File: src/rtl/ethernet_header_rx.sv
`default_nettype none
// ============================================================================
// Module      : ethernet_header_rx
// Description : Parses the 14-byte Ethernet MAC header from a post-SFD frame
//               stream delivered as N-bit chunks. Frames addressed to MY_MAC
//               or to broadcast, with ethertype IPv4 (0x0800) or ARP (0x0806),
//               have their payload chunks forwarded with one cycle of latency.
//               All other frames, and frames cut short inside the header, are
//               dropped and signalled with a one-cycle frame_drop pulse.
// Revision    : 1.0 - initial release
// ----------------------------------------------------------------------------
// Parameters
//   N              chunk width in bits (1, 2, 4 or 8)
//   MY_MAC         station MAC accepted as destination
// Ports
//   clk            system clock
//   rst            asynchronous active-high reset
//   axiiv, axiid   input chunk valid / data (valid high for a whole frame)
//   axiov, axiod   payload chunk valid / data
//   ethertype_out  0 = IPv4, 1 = ARP (held while axiov is high)
//   dst_mac_out    destination MAC of the last accepted frame
//   src_mac_out    source MAC of the last accepted frame
//   frame_drop     one-cycle pulse on a rejected or truncated frame
// Build option
//   ETHERNET_HEADER_RX_PROMISC_EN  when defined, any destination MAC is
//                                  accepted; the ethertype filter still applies
// ============================================================================
module ethernet_header_rx #(
  parameter int          N      = 2,
  parameter logic [47:0] MY_MAC = 48'h02_00_00_00_00_01
) (
  input  logic         clk,
  input  logic         rst,
  input  logic         axiiv,
  input  logic [N-1:0] axiid,
  output logic         axiov,
  output logic [N-1:0] axiod,
  output logic         ethertype_out,
  output logic [47:0]  dst_mac_out,
  output logic [47:0]  src_mac_out,
  output logic         frame_drop
);

  localparam int                 c_hdr   = 112 / N;
  localparam int                 c_cnt_w = $clog2(c_hdr) + 1;
  localparam logic [c_cnt_w-1:0] c_last  = c_cnt_w'(c_hdr - 1);

  typedef enum logic [1:0] {
    S_IDLE    = 2'd0,
    S_HEADER  = 2'd1,
    S_PAYLOAD = 2'd2,
    S_DROP    = 2'd3
  } state_t;

  state_t               r_state;
  state_t               w_state_nxt;
  logic [c_cnt_w-1:0]   r_cnt;
  logic [c_cnt_w-1:0]   w_cnt_nxt;
  logic [111:0]         r_hdr;
  logic [111:0]         w_hdr_nxt;
  logic [111:0]         w_hdr_ins;
  logic [7:0]           w_pos_lin;
  logic [6:0]           w_idx;
  logic                 r_in_frame;
  logic                 r_axiov;
  logic                 w_axiov_nxt;
  logic [N-1:0]         r_axiod;
  logic [N-1:0]         w_axiod_nxt;
  logic                 r_frame_drop;
  logic                 w_drop_nxt;
  logic                 w_load_hdr;
  logic [47:0]          r_dst_mac;
  logic [47:0]          r_src_mac;
  logic                 r_ethertype;
  logic                 w_type_ip;
  logic                 w_type_arp;
  logic                 w_dst_ok;
  logic                 w_accept;

  // Header image with the current chunk dropped into place. Bytes run MSB
  // first through the 112-bit register (byte 0 at [111:104]) while chunks
  // within a byte run LSB first, so the landing bit is
  //   104 - 8*byte + bit_in_byte, with byte/bit taken from cnt*N.
  always_comb begin
    w_pos_lin = 8'(r_cnt) * 8'(N);
    w_idx     = 7'(8'd104 - {w_pos_lin[7:3], 3'b000} + {5'b00000, w_pos_lin[2:0]});
    w_hdr_ins = r_hdr;
    w_hdr_ins[w_idx +: N] = axiid;
  end

  // Filter decision, evaluated on the image that already includes the final
  // header chunk so the verdict is ready on the cycle that chunk arrives.
  always_comb begin
    w_type_ip  = (w_hdr_ins[15:0] == 16'h0800);
    w_type_arp = (w_hdr_ins[15:0] == 16'h0806);
`ifdef ETHERNET_HEADER_RX_PROMISC_EN
    w_dst_ok   = 1'b1;
`else
    w_dst_ok   = (w_hdr_ins[111:64] == MY_MAC) ||
                 (w_hdr_ins[111:64] == 48'hFFFF_FFFF_FFFF);
`endif
    w_accept   = w_dst_ok && (w_type_ip || w_type_arp);
  end

  // Next-state and next-output logic.
  always_comb begin
    w_state_nxt = r_state;
    w_cnt_nxt   = r_cnt;
    w_hdr_nxt   = r_hdr;
    w_axiov_nxt = 1'b0;
    w_axiod_nxt = '0;
    w_drop_nxt  = 1'b0;
    w_load_hdr  = 1'b0;
    case (r_state)
      S_IDLE: begin
        // r_in_frame blocks the tail of a frame interrupted by reset.
        if (axiiv && !r_in_frame) begin
          w_hdr_nxt   = w_hdr_ins;
          w_cnt_nxt   = c_cnt_w'(1);
          w_state_nxt = S_HEADER;
        end
      end
      S_HEADER: begin
        if (!axiiv) begin
          w_drop_nxt  = 1'b1;
          w_cnt_nxt   = '0;
          w_state_nxt = S_IDLE;
        end else begin
          w_hdr_nxt = w_hdr_ins;
          if (r_cnt == c_last) begin
            w_cnt_nxt = '0;
            if (w_accept) begin
              w_load_hdr  = 1'b1;
              w_state_nxt = S_PAYLOAD;
            end else begin
              w_drop_nxt  = 1'b1;
              w_state_nxt = S_DROP;
            end
          end else begin
            w_cnt_nxt = r_cnt + c_cnt_w'(1);
          end
        end
      end
      S_PAYLOAD: begin
        if (axiiv) begin
          w_axiov_nxt = 1'b1;
          w_axiod_nxt = axiid;
        end else begin
          w_state_nxt = S_IDLE;
        end
      end
      S_DROP: begin
        if (!axiiv) begin
          w_state_nxt = S_IDLE;
        end
      end
      default: begin
        w_state_nxt = S_IDLE;
      end
    endcase
  end

  always_ff @(posedge clk or posedge rst) begin
    if (rst) begin
      r_state      <= S_IDLE;
      r_cnt        <= '0;
      r_hdr        <= '0;
      r_axiov      <= 1'b0;
      r_axiod      <= '0;
      r_frame_drop <= 1'b0;
      r_dst_mac    <= '0;
      r_src_mac    <= '0;
      r_ethertype  <= 1'b0;
      // Assume a frame may be in flight; only an idle input cycle clears it.
      r_in_frame   <= 1'b1;
    end else begin
      r_state      <= w_state_nxt;
      r_cnt        <= w_cnt_nxt;
      r_hdr        <= w_hdr_nxt;
      r_axiov      <= w_axiov_nxt;
      r_axiod      <= w_axiod_nxt;
      r_frame_drop <= w_drop_nxt;
      r_in_frame   <= axiiv;
      if (w_load_hdr) begin
        r_dst_mac   <= w_hdr_ins[111:64];
        r_src_mac   <= w_hdr_ins[63:16];
        r_ethertype <= w_type_arp;
      end
    end
  end

  assign axiov         = r_axiov;
  assign axiod         = r_axiod;
  assign ethertype_out = r_ethertype;
  assign dst_mac_out   = r_dst_mac;
  assign src_mac_out   = r_src_mac;
  assign frame_drop    = r_frame_drop;

endmodule
`default_nettype wire

File: config.mk
export PLATFORM = sky130hd
export DESIGN_NAME = ethernet_header_rx
export DESIGN_NICKNAME = d
export VERILOG_FILES = /design/src/rtl/ethernet_header_rx.sv
export SDC_FILE = /design/constraint.sdc
export NUM_CORES = 1
export LEC_CHECK = 0
export ABC_CLOCK_PERIOD_IN_PS = 17700
export BUFFER_PORTS_ARGS = -buffer_cell sky130_fd_sc_hd__buf_2
export CELL_PAD_IN_SITES_DETAIL_PLACEMENT = 0
export CELL_PAD_IN_SITES_GLOBAL_PLACEMENT = 2
export CORE_UTILIZATION = 43
export CTS_CLUSTER_DIAMETER = 60
export CTS_CLUSTER_SIZE = 30
export DETAILED_ROUTE_END_ITERATION = 8
export PLACE_DENSITY = 0.95
export SLEW_MARGIN = 20
export SYNTH_ARGS = -nofsm -noshare
export SYNTH_HDL_FRONTEND = slang
export SYNTH_SLANG_ARGS = --single-unit
File: constraint.sdc
create_clock -name clk -period 17.7 [get_ports clk]
set_clock_uncertainty 0.2 [all_clocks]
set_input_delay 3.54 -clock clk [delete_from_list [all_inputs] [get_ports clk]]
set_output_delay 3.54 -clock clk [all_outputs]
set_load 0.02 [all_outputs]
# [Word-level counts from Yosys, hierarchy flattened]
# Index checks and enable logic that the tools add are counted.
[word_totals] mem_bits_rw=0 out_inout_bits=101 latch_bits=0 memories=0 romBits=0 register_bits=223 word_cells=65 in_bits=5
[classes] n_mul=0 n_bitwise=0 n_shift=2 mux=26 eq_ne=12 n_lt_le_gt_ge=0 reduce_logical=11 add_sub_neg=4 n_div=0
[ops] cell="$mux W112" count=2
[ops] cell="$pmux W112 S2" count=1
[ops] cell="$bwmux W112" count=1
[ops] cell="$shift A2 B9 Y112 const A" count=1
[ops] cell="$shiftx A2 B9 Y112" count=1
[ops] cell="$eq A48 B42 Y1 const B" count=1
[ops] cell="$eq A48 B48 Y1 const B" count=1
[ops] cell="$eq A16 B12 Y1 const B" count=2
[ops] cell="$mux W7" count=3
[ops] cell="$pmux W7 S2" count=1
[ops] cell="$mux W2" count=6
[ops] cell="$mux W1" count=11
[ops] cell="$neg A7 Y9" count=1
[ops] cell="$add A7 B1 Y7 const B" count=1
[ops] cell="$add A7 B3 Y7" count=1
[ops] cell="$eq A7 B6 Y1 const B" count=1
[ops] cell="$sub A7 B7 Y7 const A" count=1
[ops] cell="$ne A2 B2 Y1 const B" count=3
[ops] cell="$pmux W2 S3" count=1
[ops] cell="$reduce_and A3 Y1" count=2
[ops] cell="$eq A2 B2 Y1 const B" count=2
[ops] cell="$ne A3 B3 Y1 const B" count=1
[ops] cell="$eq A2 B1 Y1 const B" count=1
[ops] cell="$logic_and A1 B1 Y1" count=2
[ops] cell="other kinds (6)" count=7

# [Depth between registers and ports, before layout]
# Gate-level depths: netlist (run 1).
[logic_depth] depth_word=12 ltp_mapped=18 mapped_depth_nobuf=12

# [Worst setup path before layout (run 1)]
# OpenSTA, ideal clock, no wires.
[synth_timing] kind="input -> register" start="input port axiid[0]" end="register r_dst_mac[2], in the netlist dst_mac_out[2]" setup_slack_ps=11217 required_time_ps=17373 path_buffers=3 stages=12 setup_ps=127 t_arrival_ps=6155 cell_sequence="clkbuf_1 > nand3_1 > nor2_1 > nand2_1 > mux2_2 > nor4_2 > nand4_1 > or4_4 > a21oi_4 > buf_6 > buf_8 > mux2_1"
[synth_via] elab_chain_cells=9 word_cells_on_any_way=13 cone_classes="4 x eq/ne; 1 x shift; 5 x mux; 3 x reduce/logical"
[synth_rtl] item="from (decl)" line="35" source="input logic [N-1:0] axiid,"
[synth_rtl] item="$shiftx A2 B9 Y112 (*)" line="88" source="w_hdr_ins[w_idx +: N] = axiid;"
[synth_rtl] item="$bwmux W112 (*)" line="88"
[synth_rtl] item="$eq A48 B42 Y1, or another cell as far along" line="99" source="w_dst_ok = (w_hdr_ins[111:64] == MY_MAC) ||"
[synth_rtl] item="$logic_or A1 B1 Y1, on equally long branches" line="99, 102"
[synth_rtl] item="$logic_and A1 B1 Y1" line="102" source="w_accept = w_dst_ok && (w_type_ip || w_type_arp);"
[synth_rtl] item="$mux W1" line="132" source="if (w_accept) begin"
[synth_rtl] item="$mux W1" line="130" source="if (r_cnt == c_last) begin"
[synth_rtl] item="$mux W1" line="124" source="if (!axiiv) begin"
[synth_rtl] item="$mux W1" line="114" source="case (r_state)"
[synth_rtl] item="to (signal assigned)" line="185" source="r_dst_mac <= w_hdr_ins[111:64];"
[synth_rtl] item="to (decl)" line="72" source="logic [47:0] r_dst_mac;"
# Every way passes the cells marked *; elsewhere a longest branch is shown, timed or not.
# A chain may end at the register's enable or synchronous reset.

# [Worst setup path after layout (run 1)]
[layout_timing] start="input port axiid[1]" end="register r_src_mac[14], in the netlist src_mac_out[14]"
[layout_via] elab_chain_cells=9 word_cells_on_any_way=13 cone_classes="4 x eq/ne; 1 x shift; 5 x mux; 3 x reduce/logical"
[layout_rtl] item="$shiftx A2 B9 Y112 (*)" line="88"
[layout_rtl] item="$bwmux W112 (*)" line="88"
[layout_rtl] item="$eq A48 B42 Y1, or another cell as far along" line="99"
[layout_rtl] item="$logic_or A1 B1 Y1, on equally long branches" line="99, 102"
[layout_rtl] item="$logic_and A1 B1 Y1" line="102"
[layout_rtl] item="$mux W1" line="132"
[layout_rtl] item="$mux W1" line="130"
[layout_rtl] item="$mux W1" line="124"
[layout_rtl] item="$mux W1" line="114"
[layout_rtl] item="to (signal assigned)" line="186" source="r_src_mac <= w_hdr_ins[63:16];"
[layout_rtl] item="to (decl)" line="73" source="logic [47:0] r_src_mac;"
# Marked as above.

==> impl_results.md, run 1 <==
- Status: finished, violations left
- Failing checks: design-rule violations
- Sink Count: 223
- Slowest cell on the critical path: buf_4
- Port bufs: 105
- CTS Hold Bufs: 0
- Worst VDD drop: 0.07632 mV
- Post-Route WL: 31120 µm
- Worst reg2reg setup slack: 11550 ps
- Clock Latency Late Sink: 540 ps
- Mapped Nets: 1079
- Initial Utilization: 44.17%
- Critical-path cell list: buf_2 > nand3_1 > nor2_1 > nand2_1 > mux2_2 > nor4_2 > nand4_1 > or4_4 > a21oi_4 > buf_4 > mux2_2
- Avg Cell Area, Syn: 10.84 µm²
- Worst r2r src: r_cnt[0]
- Total GRT Usage: 22.90%
- Final nets: 1166
- Yosys reg bits: 223
- RSZ-0062 raised after global routing: false
- Mapped Cells: 1068
- Core Area: 26210 µm²
- Max-Slew Margin vs Limit: 23.21%
- Num CTS Buffers: 20
- Clock Tree Buf Depth: 3
- Hold Crit Start: dst_mac_out[41]
- Max FO, Critical Path: 55
- ANT cells: 0
- Prevailing post-synth register cell: dfrtp_1
- YS warnings: 0
- DR vias: 8619
- Async SR Flop Fraction: 100.0%
- Largest net degree at the start of global routing: 145
- CTS Root Cell: clkbuf_16
- Post-Syn Area: 11570 µm²
- Post-Synth XOR/XNOR Area: 0.4540%
- Yosys cell types: 68
- Main combinational cell family by area after synthesis: multiplexers
- Mux cell area share after synthesis: 26.01%
- Hold Path Class: flip-flop to flip-flop
- Post-synthesis compound-gate area fraction: 7.772%
- Die Wd: 166.1 µm
- Leading area contributor after synthesis: dfrtp_1
- IO Pins: 106
- Number of global-route vias before repair: 8677
- Layout cells sized above 1: 33.11%
- Simple-gate share of the synthesized area: 13.39%
- Lkg Pwr: 6.410 nW
- Slew Limit Fails: 0
- CP startpoint: axiid[1]
- FP Rows: 59
- First-pass iteration count of the detailed router: 7
- Adder-cell share of the synthesized area: 0.6486%
- RePlAce Congestion: 0.9444
- Post-CTS sizing: 0
- CTS tree: yes
- Post-synthesis sequential area ratio: 48.22%
- Endpoints failing hold: 0
- Critical Path RT: 17900 ps
- Placed wire-length estimate: 21950 µm
- Initial antenna violation count: 0
- Area growth syn-to-layout: 14.28%
- Critical Path End Type: flip-flop
- Worst path arrival time: 7520 ps
- Tcrit/Tclk final: 41.38%
- DRC viols: 2
- Setup-failing EPs final: 0
- Wire per inst: 20.69 µm
- Clock slew at reported path FFs: 70 ps
- Commonest cells post-synth: dfrtp_1, mux2_2, nand2_1, o21ai_0, nor2_1
- CP startpoint kind: input pin
- Htree depth: 1
- Critical Path Max Stage Delay: 580 ps
- Crit-path most repeated cell: mux2_2
- Period minus WS final: 7324 ps
- Most common cell in the netlist: dfrtp_1
- Pwr/cell area: 90.37 nW/µm²
- Max-Cap Viols: 0
- PnR Total Power: 0.001195 W
- Setup bufs post-CTS: 0
- Die Y: 166.1 µm
- Global-route wire length before repair: 49690 µm
- DRT iter0 DRCs: 538
- Number of vias per cell: 5.731
- Critical path class: input pin to flip-flop
- DIE AREA: 27580 µm²
- Hold slack: 270.9 ps
- Fmax: 136.5 MHz
- Final ANT Viol Nets: 0
- Setup TNS: 0 ps
- Worst slew pin tran: 1148 ps
- GR Overflow Total: 0
- Top cells by area, synth: dfrtp_1, mux2_2, mux2i_1
- Post-synth EDFFs: 0
- Post-synth top area share: 47.99%
- Final core utilization: 50.48%
layout make-up:
type                       instances  area [µm²]
clock buffer                      22       539.3
clock inverter                    14       267.8
fill                            2371       12980
inverter                          31       123.9
multi-input combinational        755        5604
sequential                       223        5582
tap                              335       419.2
timing repair buffer             124       691.9
critical path, delay by kind of cell:
kind,cells,cell delay [ps]
AO/OA/AOI/OAI,1,170
AND/OR/NAND/NOR,6,1970
multiplexers,2,720
buffers and inverters,2,1050
logic make-up after synthesis:
group / after synthesis
AOI/OAI and AO/OA: 141
xor gates and xnor gates: 6
adders and majority gates: 6
buffers and inverters: 90
DFF: 223
muxes: 274
and+or+nand+nor: 328
per-layer routing:
| layer | wire (µm) | GRT usage (%) |
|---|---|---|
| met3 | 1742 | 3.313 |
| met1 | 13960 | 31.84 |
| met5 | 0 | 0 |
| met4 | 1283 | 9.793 |
| met2 | 14130 | 35.77 |
final timing paths:
path | end | cells after the start
setup / recovery | src_mac_out[14] | 11
hold / removal | dst_mac_out[41] | 1
setup reg to reg | src_mac_out[14] | 13
hold reg to reg | dst_mac_out[41] | 1
max in group asynchronous | r_hdr[88] | 3
min in group asynchronous | r_hdr[39] | 2
state kept, by name (all words and copies together), names as in the netlist:
register,cells
axiod,2
axiov,1
dst_mac_out,48
ethertype_out,1
frame_drop,1
r_cnt,7
r_hdr,112
r_in_frame,1
r_state,2
src_mac_out,48
report_power, final:
part | switching, W | internal, W
registers | 0.0000102 | 0.000519
logic | 0.000113 | 0.0000405
clock network | 0.000250 | 0.000263
total | 0.000373 | 0.000822
placed cells by master, fill, tap and decap left out, drive strengths merged, types with 7 or more instances in the layout:
cell,n
clkbuf,22
nand4,16
nor2b,8
nor4,11
nand3,24
a21oi,12
nor2,62
inv,38
dfrtp,222
buf,124
nand2b,9
nor3,31
nand2,128
mux2,214
mux2i,60
o211ai,11
and2,7
o21ai,71
metrics by stage:
stage               setup slack, ps  cell area [µm²]  std cells
floorplan                      7856            11570       1068
finish                        10380            13230       1504
detailed placement             9760            12380       1467
CTS                           10280            13190       1503
global placement               9900            12380       1467
global route                  10130            13230       1504
(Power assumes the default switching activity.)
==> run 2: changes to the inputs <==
--- a/config.mk
+++ b/config.mk
@@ -5,15 +5,15 @@
 export SDC_FILE = /design/constraint.sdc
 export NUM_CORES = 1
 export LEC_CHECK = 0
-export ABC_CLOCK_PERIOD_IN_PS = 17700
+export ABC_CLOCK_PERIOD_IN_PS = 7300
 export BUFFER_PORTS_ARGS = -buffer_cell sky130_fd_sc_hd__buf_2
 export CELL_PAD_IN_SITES_DETAIL_PLACEMENT = 0
 export CELL_PAD_IN_SITES_GLOBAL_PLACEMENT = 2
-export CORE_UTILIZATION = 43
+export CORE_UTILIZATION = 40
 export CTS_CLUSTER_DIAMETER = 60
 export CTS_CLUSTER_SIZE = 30
 export DETAILED_ROUTE_END_ITERATION = 8
-export PLACE_DENSITY = 0.95
+export PLACE_DENSITY = 0.92
 export SLEW_MARGIN = 20
 export SYNTH_ARGS = -nofsm -noshare
 export SYNTH_HDL_FRONTEND = slang
==> constraint.sdc (replaced) <==
create_clock -name clk -period 7.3 [get_ports clk]
set_clock_uncertainty 0.2 [all_clocks]
set_input_delay 1.46 -clock clk [delete_from_list [all_inputs] [get_ports clk]]
set_output_delay 1.46 -clock clk [all_outputs]
set_load 0.02 [all_outputs]
==> impl_results.md, run 2 (synthesized netlist as in run 1, its figures left out) <==
- Clock Latency Late Sink: 550 ps
- Wire per inst: 20.48 µm
- Critical Path RT: 7510 ps
- Placed wire-length estimate: 22350 µm
- Final nets: 1170
- RSZ-0062 raised after global routing: false
- Most frequent cells in the layout: dfrtp_1, mux2_2, nand2_1
- Net Switching: 0.0009157 W
- Max-Cap Viols: 0
- Num CTS Buffers: 21
- Worst slew pin tran: 1085 ps
- Number of global-route vias before repair: 8424
- GR Overflow Total: 0
- Most flop-heavy register: r_hdr
- Max-Slew Margin vs Limit: 27.08%
- RePlAce Congestion: 0.9263
- CTS Root Cell: clkbuf_16
- IO Pins: 106
- CTS Hold Bufs: 0
- Tcrit/Tclk final: 82.00%
- Clock slew at reported path FFs: 80 ps
- Core Area: 28090 µm²
- Initial Utilization: 41.21%
- Clock share of power: 41.9%
- Setup-failing EPs final: 0
- First-pass iteration count of the detailed router: 5
- Die Y: 172.1 µm
- ANT cells: 0
- Pwr/cell area: 215.9 nW/µm²
- Setup TNS: 0 ps
- Flop pwr share: 44.9%
- Largest net degree at the start of global routing: 122
- DRT iter0 DRCs: 654
- DRC viols: 0
- Total GRT Usage: 21.77%
- Clock Tree Buf Depth: 3
- Comb power frac: 13.2%
- Port bufs: 105
- FP Rows: 61
- Final ANT Viol Nets: 0
- Largest register FFs: 112
- Post-Route WL: 31780 µm
- Final core utilization: 47.17%
- Slew Limit Fails: 0
- Layout cells sized above 1: 33.30%
- Worst reg2reg setup slack: 1310 ps
- Sw Share: 32.01%
- Fmax: 167.1 MHz
- PnR Total Power: 0.002860 W
- Endpoints failing hold: 0
- Area growth syn-to-layout: 14.46%
- DIE AREA: 29620 µm²
- Max FO, Critical Path: 54
- Post-CTS sizing: 0
- Global-route wire length before repair: 49310 µm
- Critical Path End Type: flip-flop
- Lkg Pwr: 6.393 nW
- Htree depth: 1
- Critical path class: flip-flop to flip-flop
- Die Wd: 172.1 µm
- Hold depth: 1
- R2R cell count: 14
- Most common cell after layout, fill and taps aside: dfrtp_1
- Hold Path Class: flip-flop to flip-flop
- Number of vias per cell: 5.550
- P_int: 0.001945 W
- Sink Count: 223
- Worst VDD drop: 0.1462 mV
- Status: complete, no violations
- Worst path arrival time: 6190 ps
- CTS tree: yes
- Initial antenna violation count: 0
- Period minus WS final: 5986 ps
- DR vias: 8614
- CP startpoint kind: flip-flop
- Setup bufs post-CTS: 0
## run 2: path summary, 6_finish.rpt
check / startpoint / endpoint
hold reg to reg: dst_mac_out[0] / dst_mac_out[0]
min in group asynchronous: rst / r_hdr[60]
hold / removal: dst_mac_out[0] / dst_mac_out[0]
max in group asynchronous: rst / r_cnt[0]
setup / recovery: r_cnt[0] / dst_mac_out[45]
setup reg to reg: r_cnt[0] / dst_mac_out[45]
## run 2: critical path: stages (launching register included)
cell	delay (ps)
dfrtp_1	650
inv_1	170
ha_1	320
nor2b_1	200
xnor2_1	590
nor3_2	90
buf_4	230
nor2_1	740
mux2i_1	400
nor4_1	350
nand4_1	140
or4_4	570
a21oi_4	170
buf_4	570
mux2_2	420
## run 2: layout make-up
class                   count  area (µm²)
inverters                  31       120.1
well taps                 378       473.0
clock inverters            17       249.0
repair buffers            127       703.2
clock buffers              21       525.5
multi-input cells         755        5597
flip-flops and latches    223        5582
fillers                  2676       14840
## run 2: per-stage QoR
step / cell area, µm² / instances / worst slack (ps) / hold slack (ps)
3_3_place_gp: 12470 / 1514 / 1543 / 248.0
2_1_floorplan: 11580 / 1068 / 2565 / 240.2
4_1_cts: 13250 / 1552 / 1406 / 271.5
6_report: 13250 / 1552 / 1314 / 266.4
3_5_place_dp: 12470 / 1514 / 1475 / 252.3
5_1_grt: 13250 / 1552 / 1005 / 285.0
## run 2: power by group through the flow
stage	registers, W	clock network [W]	logic, W
finish	0.00128	0.00120	0.000379
global route	0.00129	0.00127	0.000402
CTS	0.00128	0.00123	0.000370
detailed placement	0.00131	0	0.000370
global placement	0.00131	0	0.000368
floorplan	0.00130	0	0.000241
## run 2: routing by layer
layer	up-vias	wire length (µm)	GRT usage, %
met2	275	14520	33.92
met5	-	0	0
li1	4012	-	-
met4	0	855	6.733
met1	4271	14530	31.19
met3	56	1875	3.113
